<file path="config.mk">
export PLATFORM = sky130hd
export DESIGN_NAME = membus_arbiter
export DESIGN_NICKNAME = d
export VERILOG_FILES = /design/src/rtl/membus_arbiter.sv
export SDC_FILE = /design/constraint.sdc
export NUM_CORES = 1
export LEC_CHECK = 0
export BUFFER_PORTS_ARGS = -buffer_cell sky130_fd_sc_hd__buf_2
export CORE_ASPECT_RATIO = 0.5
export CORE_MARGIN = 2
export CORE_UTILIZATION = 38
export DETAILED_ROUTE_END_ITERATION = 10
export HOLD_SLACK_MARGIN = 0.05
export SLEW_MARGIN = 0
export SYNTH_ARGS = -nofsm -noshare
export SYNTH_HDL_FRONTEND = slang
export SYNTH_SLANG_ARGS = --single-unit
</file>
<file path="constraint.sdc">
create_clock -name CLK -period 1.8 [get_ports CLK]
set_input_delay 0.09 -clock CLK [delete_from_list [all_inputs] [get_ports CLK]]
set_output_delay 0.09 -clock CLK [all_outputs]
set_load 0.03 [all_outputs]
</file>
<file path="src/rtl/membus_arbiter.sv">
// Round-robin arbiter and sequencer for the shared 8-bit multiplexed memory bus.
// Optional read-to-next-transfer turnaround cycle: define MEMBUS_TURNAROUND_EN.
module membus_arbiter #(
   parameter int unsigned WAIT_CYCLES = 0,
   parameter int unsigned FIRST_PRIO  = 0
) (
   input  logic       CLK,
   input  logic       RST,
   input  logic       req0,
   input  logic       we0,
   input  logic [7:0] addr0,
   input  logic [7:0] wdata0,
   output logic       gnt0,
   output logic       done0,
   input  logic       req1,
   input  logic       we1,
   input  logic [7:0] addr1,
   input  logic [7:0] wdata1,
   output logic       gnt1,
   output logic       done1,
   output logic [7:0] rdata,
   output logic [7:0] bus_out,
   output logic       bus_oe,
   input  logic [7:0] bus_in,
   output logic       mem_ale,
   output logic       mem_rd,
   output logic       mem_wr
);

   generate
      if (WAIT_CYCLES > 15) begin : g_bad_wait
         $error("membus_arbiter: WAIT_CYCLES must be in 0..15");
      end
      if (FIRST_PRIO > 1) begin : g_bad_prio
         $error("membus_arbiter: FIRST_PRIO must be 0 or 1");
      end
   endgenerate

   localparam logic [3:0] WAIT_LAST = 4'(WAIT_CYCLES);
   localparam logic       RR_INIT   = 1'(FIRST_PRIO);

   typedef enum logic [2:0] {
      S_IDLE = 3'd0,
      S_ADDR = 3'd1,
      S_DATA = 3'd2,
`ifdef MEMBUS_TURNAROUND_EN
      S_DONE = 3'd3,
      S_TURN = 3'd4
`else
      S_DONE = 3'd3
`endif
   } state_t;

   state_t     state_q, state_d;
   logic       owner_q, owner_d;
   logic       we_q, we_d;
   logic [7:0] addr_q, addr_d;
   logic [7:0] wdata_q, wdata_d;
   logic [3:0] cnt_q, cnt_d;
   logic       rr_q, rr_d;
   logic [7:0] rdata_q, rdata_d;
   logic       grab_s;

   logic       gnt0_q, gnt0_d;
   logic       gnt1_q, gnt1_d;
   logic       done0_q, done0_d;
   logic       done1_q, done1_d;
   logic [7:0] bus_out_q, bus_out_d;
   logic       bus_oe_q, bus_oe_d;
   logic       mem_ale_q, mem_ale_d;
   logic       mem_rd_q, mem_rd_d;
   logic       mem_wr_q, mem_wr_d;

   // State and output register bank; outputs are precomputed from next state.
   always_ff @(posedge CLK) begin
      if (RST) begin
         state_q   <= S_IDLE;
         owner_q   <= 1'b0;
         we_q      <= 1'b0;
         addr_q    <= 8'h00;
         wdata_q   <= 8'h00;
         cnt_q     <= 4'd0;
         rr_q      <= RR_INIT;
         rdata_q   <= 8'h00;
         gnt0_q    <= 1'b0;
         gnt1_q    <= 1'b0;
         done0_q   <= 1'b0;
         done1_q   <= 1'b0;
         bus_out_q <= 8'h00;
         bus_oe_q  <= 1'b0;
         mem_ale_q <= 1'b0;
         mem_rd_q  <= 1'b0;
         mem_wr_q  <= 1'b0;
      end else begin
         state_q   <= state_d;
         owner_q   <= owner_d;
         we_q      <= we_d;
         addr_q    <= addr_d;
         wdata_q   <= wdata_d;
         cnt_q     <= cnt_d;
         rr_q      <= rr_d;
         rdata_q   <= rdata_d;
         gnt0_q    <= gnt0_d;
         gnt1_q    <= gnt1_d;
         done0_q   <= done0_d;
         done1_q   <= done1_d;
         bus_out_q <= bus_out_d;
         bus_oe_q  <= bus_oe_d;
         mem_ale_q <= mem_ale_d;
         mem_rd_q  <= mem_rd_d;
         mem_wr_q  <= mem_wr_d;
      end
   end

   // Next-state: arbitration in IDLE, transfer sequencing, wait count, read capture.
   always_comb begin
      state_d = state_q;
      owner_d = owner_q;
      we_d    = we_q;
      addr_d  = addr_q;
      wdata_d = wdata_q;
      cnt_d   = cnt_q;
      rr_d    = rr_q;
      rdata_d = rdata_q;
      grab_s  = 1'b0;
      case (state_q)
         S_IDLE: begin
            if (req0 && req1) begin
               owner_d = rr_q;
               grab_s  = 1'b1;
            end else if (req0) begin
               owner_d = 1'b0;
               grab_s  = 1'b1;
            end else if (req1) begin
               owner_d = 1'b1;
               grab_s  = 1'b1;
            end else begin
               grab_s  = 1'b0;
            end
            // Transfer attributes are frozen here so requester changes are ignored.
            if (grab_s) begin
               state_d = S_ADDR;
               we_d    = owner_d ? we1 : we0;
               addr_d  = owner_d ? addr1 : addr0;
               wdata_d = owner_d ? wdata1 : wdata0;
               cnt_d   = 4'd0;
            end else begin
               state_d = S_IDLE;
            end
         end
         S_ADDR: begin
            state_d = S_DATA;
            cnt_d   = 4'd0;
         end
         S_DATA: begin
            if (cnt_q == WAIT_LAST) begin
               state_d = S_DONE;
               if (!we_q) begin
                  rdata_d = bus_in;
               end else begin
                  rdata_d = rdata_q;
               end
            end else begin
               cnt_d = cnt_q + 4'd1;
            end
         end
         S_DONE: begin
            rr_d = ~owner_q;
`ifdef MEMBUS_TURNAROUND_EN
            if (we_q) begin
               state_d = S_IDLE;
            end else begin
               state_d = S_TURN;
            end
`else
            state_d = S_IDLE;
`endif
         end
`ifdef MEMBUS_TURNAROUND_EN
         S_TURN: begin
            state_d = S_IDLE;
         end
`endif
         default: begin
            state_d = S_IDLE;
         end
      endcase
   end

   // Output decode from the next state so every port comes straight from a flop.
   always_comb begin
      gnt0_d    = 1'b0;
      gnt1_d    = 1'b0;
      done0_d   = 1'b0;
      done1_d   = 1'b0;
      bus_out_d = 8'h00;
      bus_oe_d  = 1'b0;
      mem_ale_d = 1'b0;
      mem_rd_d  = 1'b0;
      mem_wr_d  = 1'b0;
      case (state_d)
         S_ADDR: begin
            gnt0_d    = ~owner_d;
            gnt1_d    = owner_d;
            bus_out_d = addr_d;
            bus_oe_d  = 1'b1;
            mem_ale_d = 1'b1;
         end
         S_DATA: begin
            gnt0_d = ~owner_d;
            gnt1_d = owner_d;
            if (we_d) begin
               bus_out_d = wdata_d;
               bus_oe_d  = 1'b1;
               mem_wr_d  = 1'b1;
            end else begin
               mem_rd_d  = 1'b1;
            end
         end
         S_DONE: begin
            gnt0_d  = ~owner_d;
            gnt1_d  = owner_d;
            done0_d = ~owner_d;
            done1_d = owner_d;
         end
         default: begin
            gnt0_d = 1'b0;
         end
      endcase
   end

   assign gnt0    = gnt0_q;
   assign gnt1    = gnt1_q;
   assign done0   = done0_q;
   assign done1   = done1_q;
   assign rdata   = rdata_q;
   assign bus_out = bus_out_q;
   assign bus_oe  = bus_oe_q;
   assign mem_ale = mem_ale_q;
   assign mem_rd  = mem_rd_q;
   assign mem_wr  = mem_wr_q;

endmodule

</file>
-- Yosys cells after proc, flatten, opt, wreduce, memory -nomap -nowiden
Cells that the tools add are included.
- $add $sub $neg: 1
- equal/unequal tests: 8
- mux-type cells: 30
- bitwise logic cells: 6
- reduce and logical (&&, ||, !) cells: 10
- operators by type and width (cell ; count):
    $mux W8 ; 7
    $mux W1 ; 16
    $pmux W8 S2 ; 1
    $eq A3 B2 Y1 const B ; 4
    $pmux W4 S3 ; 1
    $pmux W3 S3 ; 1
    $mux W4 ; 2
    $eq A3 B1 Y1 const B ; 2
    $not A1 Y1 ; 6
    $reduce_and A3 Y1 ; 2
    $reduce_or A2 Y1 ; 3
    $add A4 B1 Y4 const B ; 1
    $logic_not A4 Y1 ; 1
    $ne A2 B2 Y1 const B ; 2
    $logic_not A3 Y1 ; 1
    $mux W3 ; 1
    $reduce_bool A3 Y1 ; 1
    $reduce_or A3 Y1 ; 1
    $pmux W1 S2 ; 1
    $logic_and A1 B1 Y1 ; 1
- register bits after elaboration: 50
- bits of input ports: 46
- logic and storage cells: 72

-- Longest topological paths before layout
Gate-level depths: netlist (run 1).
- depth in word-level cells: 10
- depth in mapped cells: 7
- mapped depth without buffers: 5

-- Worst setup path before layout (run 1)
No wires, ideal clock.
- kind: register -> register
- start: register state_q[1]
- end: register bus_out_q[0] (netlist: bus_out[0])
- setup time: 0.133 ns
- arrival: 1.255 ns
- required time: 1.667 ns
- slack: 0.412 ns
- cell stages (with the launch flop): 6
- buffers on the path: 1
- path through: dfxtp_1 buf_2 xnor2_1 nor3_4 a31oi_2 a21oi_1
- cells in the longest elaborated chain, start to end: 4
- elaborated cells between the ends (all ways): 12
- those cells by class: 4 x eq/ne; 7 x mux; 1 x reduce/logical
- ends and longest elaborated chain (element ; line ; RTL):
    start, declared ; 54 ; state_t state_q, state_d;
    start signal, assigned ; 95 ; state_q <= state_d;
    $eq A3 B2 Y1, or another cell as far along ; 126 ; case (state_q)
    $pmux W3 S3, or another cell as far along ; 126 ;
    $eq A3 B2 Y1, or another cell as far along ; 201 ; case (state_d)
    $pmux W8 S2 (*) ; 201 ;
    end signal, assigned ; 107 ; bus_out_q <= bus_out_d;
    end, declared ; 68 ; logic [7:0] bus_out_q, bus_out_d;
Mark *: on every way between the ends. The rest lies on a longest branch, timed or not.
A chain may end at the register's enable or synchronous reset.

-- Worst setup path in the final report (run 1)
- start: register state_q[1]
- end: register bus_out_q[5] (netlist: bus_out[5])
Same word-level chain as after synthesis.

==> summary.txt, run 1 <==
Synth
  • Most frequent cell after synthesis: dfxtp_1
  • Unique masters post-synth: 40
  • Synth Flop Type: dfxtp_1
  • Largest area contributor in the netlist: dfxtp_1
  • EDFF count, synth: 0
  • Async set or reset register ratio after synthesis: 0
  • Synth top cells by count: 42 x dfxtp_1, 23 x a21oi_1, 20 x nand2_1
  • Mapped Nets: 279
  • Seq/Total Area, Yosys: 0.4253
  • FF+latch count, synth: 42
  • Yosys warning count: 0
  • Mapped cell area: 1977 um2
  • Top post-synthesis cells by area: dfxtp_1 43%, a211oi_1 6.1%, a21oi_1 5.8%
  • Synth top area share: 0.4253
  • Post-synthesis cell count: 231
  • Mean post-synth cell area: 8.558 um2

STA
  • FMAX: 633.3 MHz
  • Period utilization: 0.8773
  • RSZ-0062 raised after global routing: no
  • Final Hold Vio Count: 0
  • Post-route setup slack: 220.9 ps
  • Worst Tran Pin Value: 579.8 ps
  • TNS Setup: 0 ps
  • Final Max Slew Viols: 0
  • Final Skew: 6.968 ps
  • # setup viols final: 0
  • Worst slew margin: 0.6127
  • Crit path time final: 1579 ps

Clock network
  • CTS max path bufs: 2
  • PostCTS Resize Cnt: 0
  • Clk sinks: 42
  • Root Buffer: clkbuf_8
  • H-tree level count: 2
  • Worst-skew pair later-pin latency: 300 ps
  • Num CTS Buffers: 5
  • CTS tree: yes
  • Clock slew seen by the registers of the worst setup and hold paths: 80 ps

Power
  • Power density cells: 854.1 nW/um2
  • Leak: 1.139 nW
  • Total power: 2.206 mW
  • Maximum VDD drop: 352.6 uV

Worst setup path
  • CP peak stage delay: 490 ps
  • CP Cell Sequence: nor3b_2, nand3_2, a31oi_2, a21oi_1
  • Critical Path AT: 1750 ps
  • Critical path class: reg2reg
  • CP Max Fanout: 8
  • CP startpoint kind: flip-flop
  • Slowest stage cell, crit path: dfxtp_1
  • Worst endpoint required time: 1970 ps
  • CP Capture Type: flip-flop

Drt
  • DR WL/cell: 12.26 um
  • DR vias/cell: 4.973
  • DR vias: 1855
  • Post-route ant nets: 0
  • Residual DRC: 0
  • Drt first pass iters: 4
  • WL final: 4573 um
  • Initial drt markers: 25

Die
  • Starting density of the core: 0.3972
  • Num ports: 70
  • Die height: 55 um
  • Die Footprint: 5830 um2
  • Die W: 106.0 um
  • Core area: 4977 um2
  • FP Rows: 18

Job
  • Max_cap viols: 0

Global routing
  • Total gr overflow: 0
  • Largest net degree at the start of global routing: 21
  • Total GRT Usage: 0.1646
  • Vias in the first global route: 1749
  • First-pass GRT wire length: 7431 um
  • Initial antenna violation count: 0

Final layout
  • # nets final: 350
  • Final instance area: 2582 um2
  • Diodes inserted: 0
  • Layout area overhead: 30.63%
  • Layout cells sized above 1: 0.3201
  • Post-layout util: 0.5189

Place
  • Port bufs: 69
  • Routability-driven placement congestion ratio: 0.7994
  • Placed cell areas: 2365 um2
  • DP Worst Slack: 252.5 ps
  • DPL Wire Length: 3387 um

Worst hold path
  • HP Class: in2reg

Run status
  • Status: finished, final reports clean
## layout by cell type (no fill, tap or decap), drive strengths merged, types with 2 or more instances in the layout
| cell type | n |
|---|---|
| bufinv | 2 |
| ha | 2 |
| nor3b | 4 |
| nor2 | 17 |
| buf | 77 |
| and3 | 2 |
| nand3 | 10 |
| nor2b | 3 |
| o2bb2ai | 8 |
| clkbuf | 5 |
| nand2 | 20 |
| inv | 12 |
| o21ai | 21 |
| a211oi | 18 |
| mux2i | 9 |
| a21oi | 24 |
| o21a | 2 |
| nor3 | 2 |
| dfxtp | 42 |
| nand4 | 2 |
| dlygate4sd3 | 8 |
| a21o | 2 |
## worst max-delay path, delay by kind of cell (launching register included)
family          cells  cell delay, ps
flops               1             490
simple gates        2             510
compound gates      2             460
## kinds of logic after synthesis
logic type | Yosys count | share of synthesized area
fa+ha+maj | 2 | 0.01266
compound gates | 78 | 0.2551
simple gates | 64 | 0.1722
mux | 10 | 0.05127
buf+inv | 33 | 0.07721
flops | 42 | 0.4253
other cells | 1 | 0.001897
xor+xnor | 1 | 0.004431
## flip-flops by register name (all words and copies together), names as in the netlist, 3 cells and up
| name | count |
|---|---|
| bus_out | 8 |
| state_q | 3 |
| cnt_q | 4 |
| wdata_q | 8 |
| rdata | 8 |
## cell type report
| class | instances | area (um2) |
|---|---|---|
| fillers | 489 | 2395 |
| well taps | 70 | 87.58 |
| clock buffers | 5 | 68.82 |
| flip-flops and latches | 42 | 840.8 |
| clock inverters | 3 | 68.82 |
| inverters | 12 | 45.04 |
| repair buffers | 85 | 485.5 |
| multi-input cells | 156 | 985.9 |
## timing repair
| item | CTS | global route |
|---|---|---|
| endpoints found under the setup margin | 0 | 0 |
| setup buffers | 0 | 0 |
| hold buffers | 8 | 0 |
| hold endpoints to repair | 8 | 0 |
## report_power, final
part           internal [mW]  total [mW]  switching [mW]
combinational          0.138       0.311           0.173
clock                  0.556       0.901           0.345
sequential             0.967       0.994          0.0275
## through the flow
stage | cells | hold WS [ps]
after floorplan | 231 | 226.0
after global placement | 357 | 333.1
after detailed placement | 357 | 338.2
after CTS | 373 | 124.2
after global routing | 373 | 129.3
final | 373 | 125.0
## per-layer routing
layer | GRT usage | wire length [um]
met5 | 0 | 0
met4 | 0.06579 | 61
met3 | 0.04450 | 195
met2 | 0.3043 | 2185
met1 | 0.1902 | 2131
## worst paths after layout
check,endpoint,cells past startpoint,from,slack [ps]
max,bus_out[5],4,state_q[1],220
min,wdata_q[4],3,wdata1[4],130
max reg2reg,bus_out[5],4,state_q[1],220
min reg2reg,rr_q,1,owner_q,460
(Power assumes the default switching activity.)
==> run 2, diff against run 1 <==
==> constraint.sdc (replaced) <==
create_clock -name CLK -period 1.6 [get_ports CLK]
set_input_delay 0.08 -clock CLK [delete_from_list [all_inputs] [get_ports CLK]]
set_output_delay 0.08 -clock CLK [all_outputs]
set_load 0.03 [all_outputs]
==> run 2 against run 1 <==
- setup slack got worse by 47 ps
- core utilization is 0.28 points higher
- largest power group unchanged
- critical endpoint is now cnt_q[3]
- clock skew up 1.3 ps
==> summary.txt, run 2 (synthesis gave the netlist of run 1 again) <==
Global routing
  • Total GRT Usage: 0.1576
  • Initial antenna violation count: 0
  • First-pass GRT wire length: 7196 um
  • Largest net degree at the start of global routing: 18
  • Total gr overflow: 0
  • Vias in the first global route: 1646

Clock network
  • Root Buffer: clkbuf_8
  • CTS tree: yes
  • CTS max path bufs: 2
  • Worst-skew pair later-pin latency: 290 ps
  • Clock slew seen by the registers of the worst setup and hold paths: 80 ps
  • H-tree level count: 2
  • Num CTS Buffers: 5
  • Clk sinks: 42
  • Post-CTS Setup Bufs: 0

STA
  • Final Skew: 8.264 ps
  • Final Max Slew Viols: 0
  • TNS Setup: 0 ps
  • # setup viols final: 0
  • Worst slew margin: 0.6419
  • Crit path time final: 1427 ps
  • RSZ-0062 raised after global routing: no
  • FMAX: 701.0 MHz
  • Final Hold Vio Count: 0
  • Worst Tran Pin Value: 536.1 ps
  • Period utilization: 0.8916

Drt
  • Initial drt markers: 27
  • Post-route ant nets: 0
  • DR WL/cell: 12.16 um
  • DR vias: 1841
  • Drt first pass iters: 4
  • WL final: 4583 um
  • Residual DRC: 0
  • DR vias/cell: 4.883

Worst setup path
  • CP startpoint kind: flip-flop
  • CP Capture Type: flip-flop
  • Critical Path AT: 1650 ps
  • Worst endpoint required time: 1830 ps
  • CP Max Fanout: 8
  • Critical path class: reg2reg

Place
  • Placed cell areas: 2415 um2
  • DPL Wire Length: 3476 um
  • Port bufs: 69
  • Routability-driven placement congestion ratio: 0.7833

Final layout
  • Final instance area: 2596 um2
  • Layout area overhead: 31.33%
  • Layout cells sized above 1: 0.3388
  • Diodes inserted: 0
  • # nets final: 355
  • Commonest non-fill, non-tap cell in the layout: buf_2
  • Commonest cells after routing, fill and taps aside: 69 x buf_2, 40 x dfxtp_1, 23 x a21oi_1

Die
  • Die height: 55 um
  • Starting density of the core: 0.3972
  • Num ports: 70
  • Core area: 4977 um2
  • Die W: 106.0 um
  • Die Footprint: 5830 um2
  • FP Rows: 18

Power
  • Leak: 1.148 nW
  • Power density cells: 823.5 nW/um2
  • Maximum VDD drop: 343.1 uV

Job
  • Max_cap viols: 0

Run status
  • Status: finished, final reports clean

Worst hold path
  • HP Class: in2reg
## run 2: final timing paths
kind	cells past startpoint	end	start	slack [ps]
setup / recovery	4	cnt_q[3]	state_q[1]	170
hold / removal	3	wdata_q[4]	wdata1[4]	140
setup reg to reg	4	cnt_q[3]	state_q[1]	170
hold reg to reg	1	rr_q	owner_q	460
## run 2: per-layer routing
| layer | global-route usage | share of wire |
|---|---|---|
| met5 | 0 | 0 |
| met4 | 0.04605 | 0.0059 |
| met3 | 0.04333 | 0.045 |
| met2 | 0.2925 | 0.48 |
| met1 | 0.1864 | 0.47 |
## run 2: area by class of cell
type / count / area, um2
Fill cell: 505 / 2381
Multi-Input combinational cell: 156 / 1002
Sequential cell: 42 / 843.3
Timing Repair Buffer: 90 / 539.3
Tap cell: 70 / 87.58
Clock buffer: 5 / 68.82
Inverter: 12 / 45.04
Clock inverter: 2 / 10.01
## run 2: what timing repair did
action                                  CTS  global route
hold buffers                              8             0
gates resized for setup                   0             6
endpoints found under the hold margin     8             0
endpoints found under the setup margin    0            21
## run 2: through the flow
stage                     hold WS, ps  utilization  power, mW  worst slack [ps]  cells
after floorplan                 216.0            -      1.371             211.7    231
after global placement          321.8       0.4852      1.487             115.6    362
after detailed placement        331.1       0.4852      1.494             67.39    362
after CTS                       136.6       0.5171      2.151             52.17    377
after global routing            149.1       0.5216      2.243             19.14    377
final                           135.6       0.5216      2.138             173.5    377
## run 2: power breakdown
group | switching [mW] | leakage (nW) | internal [mW]
Sequential | 0.0267 | 0.343 | 1.09
Clock | 0.355 | 0.0438 | 0.293
Combinational | 0.203 | 0.761 | 0.172
## run 2: worst max-delay path, stage by stage (launching register included)
cell     delay (ps)
dfxtp_2         370
a21oi_1         200
o21ai_1         160
or4_1           490
a21oi_1         150
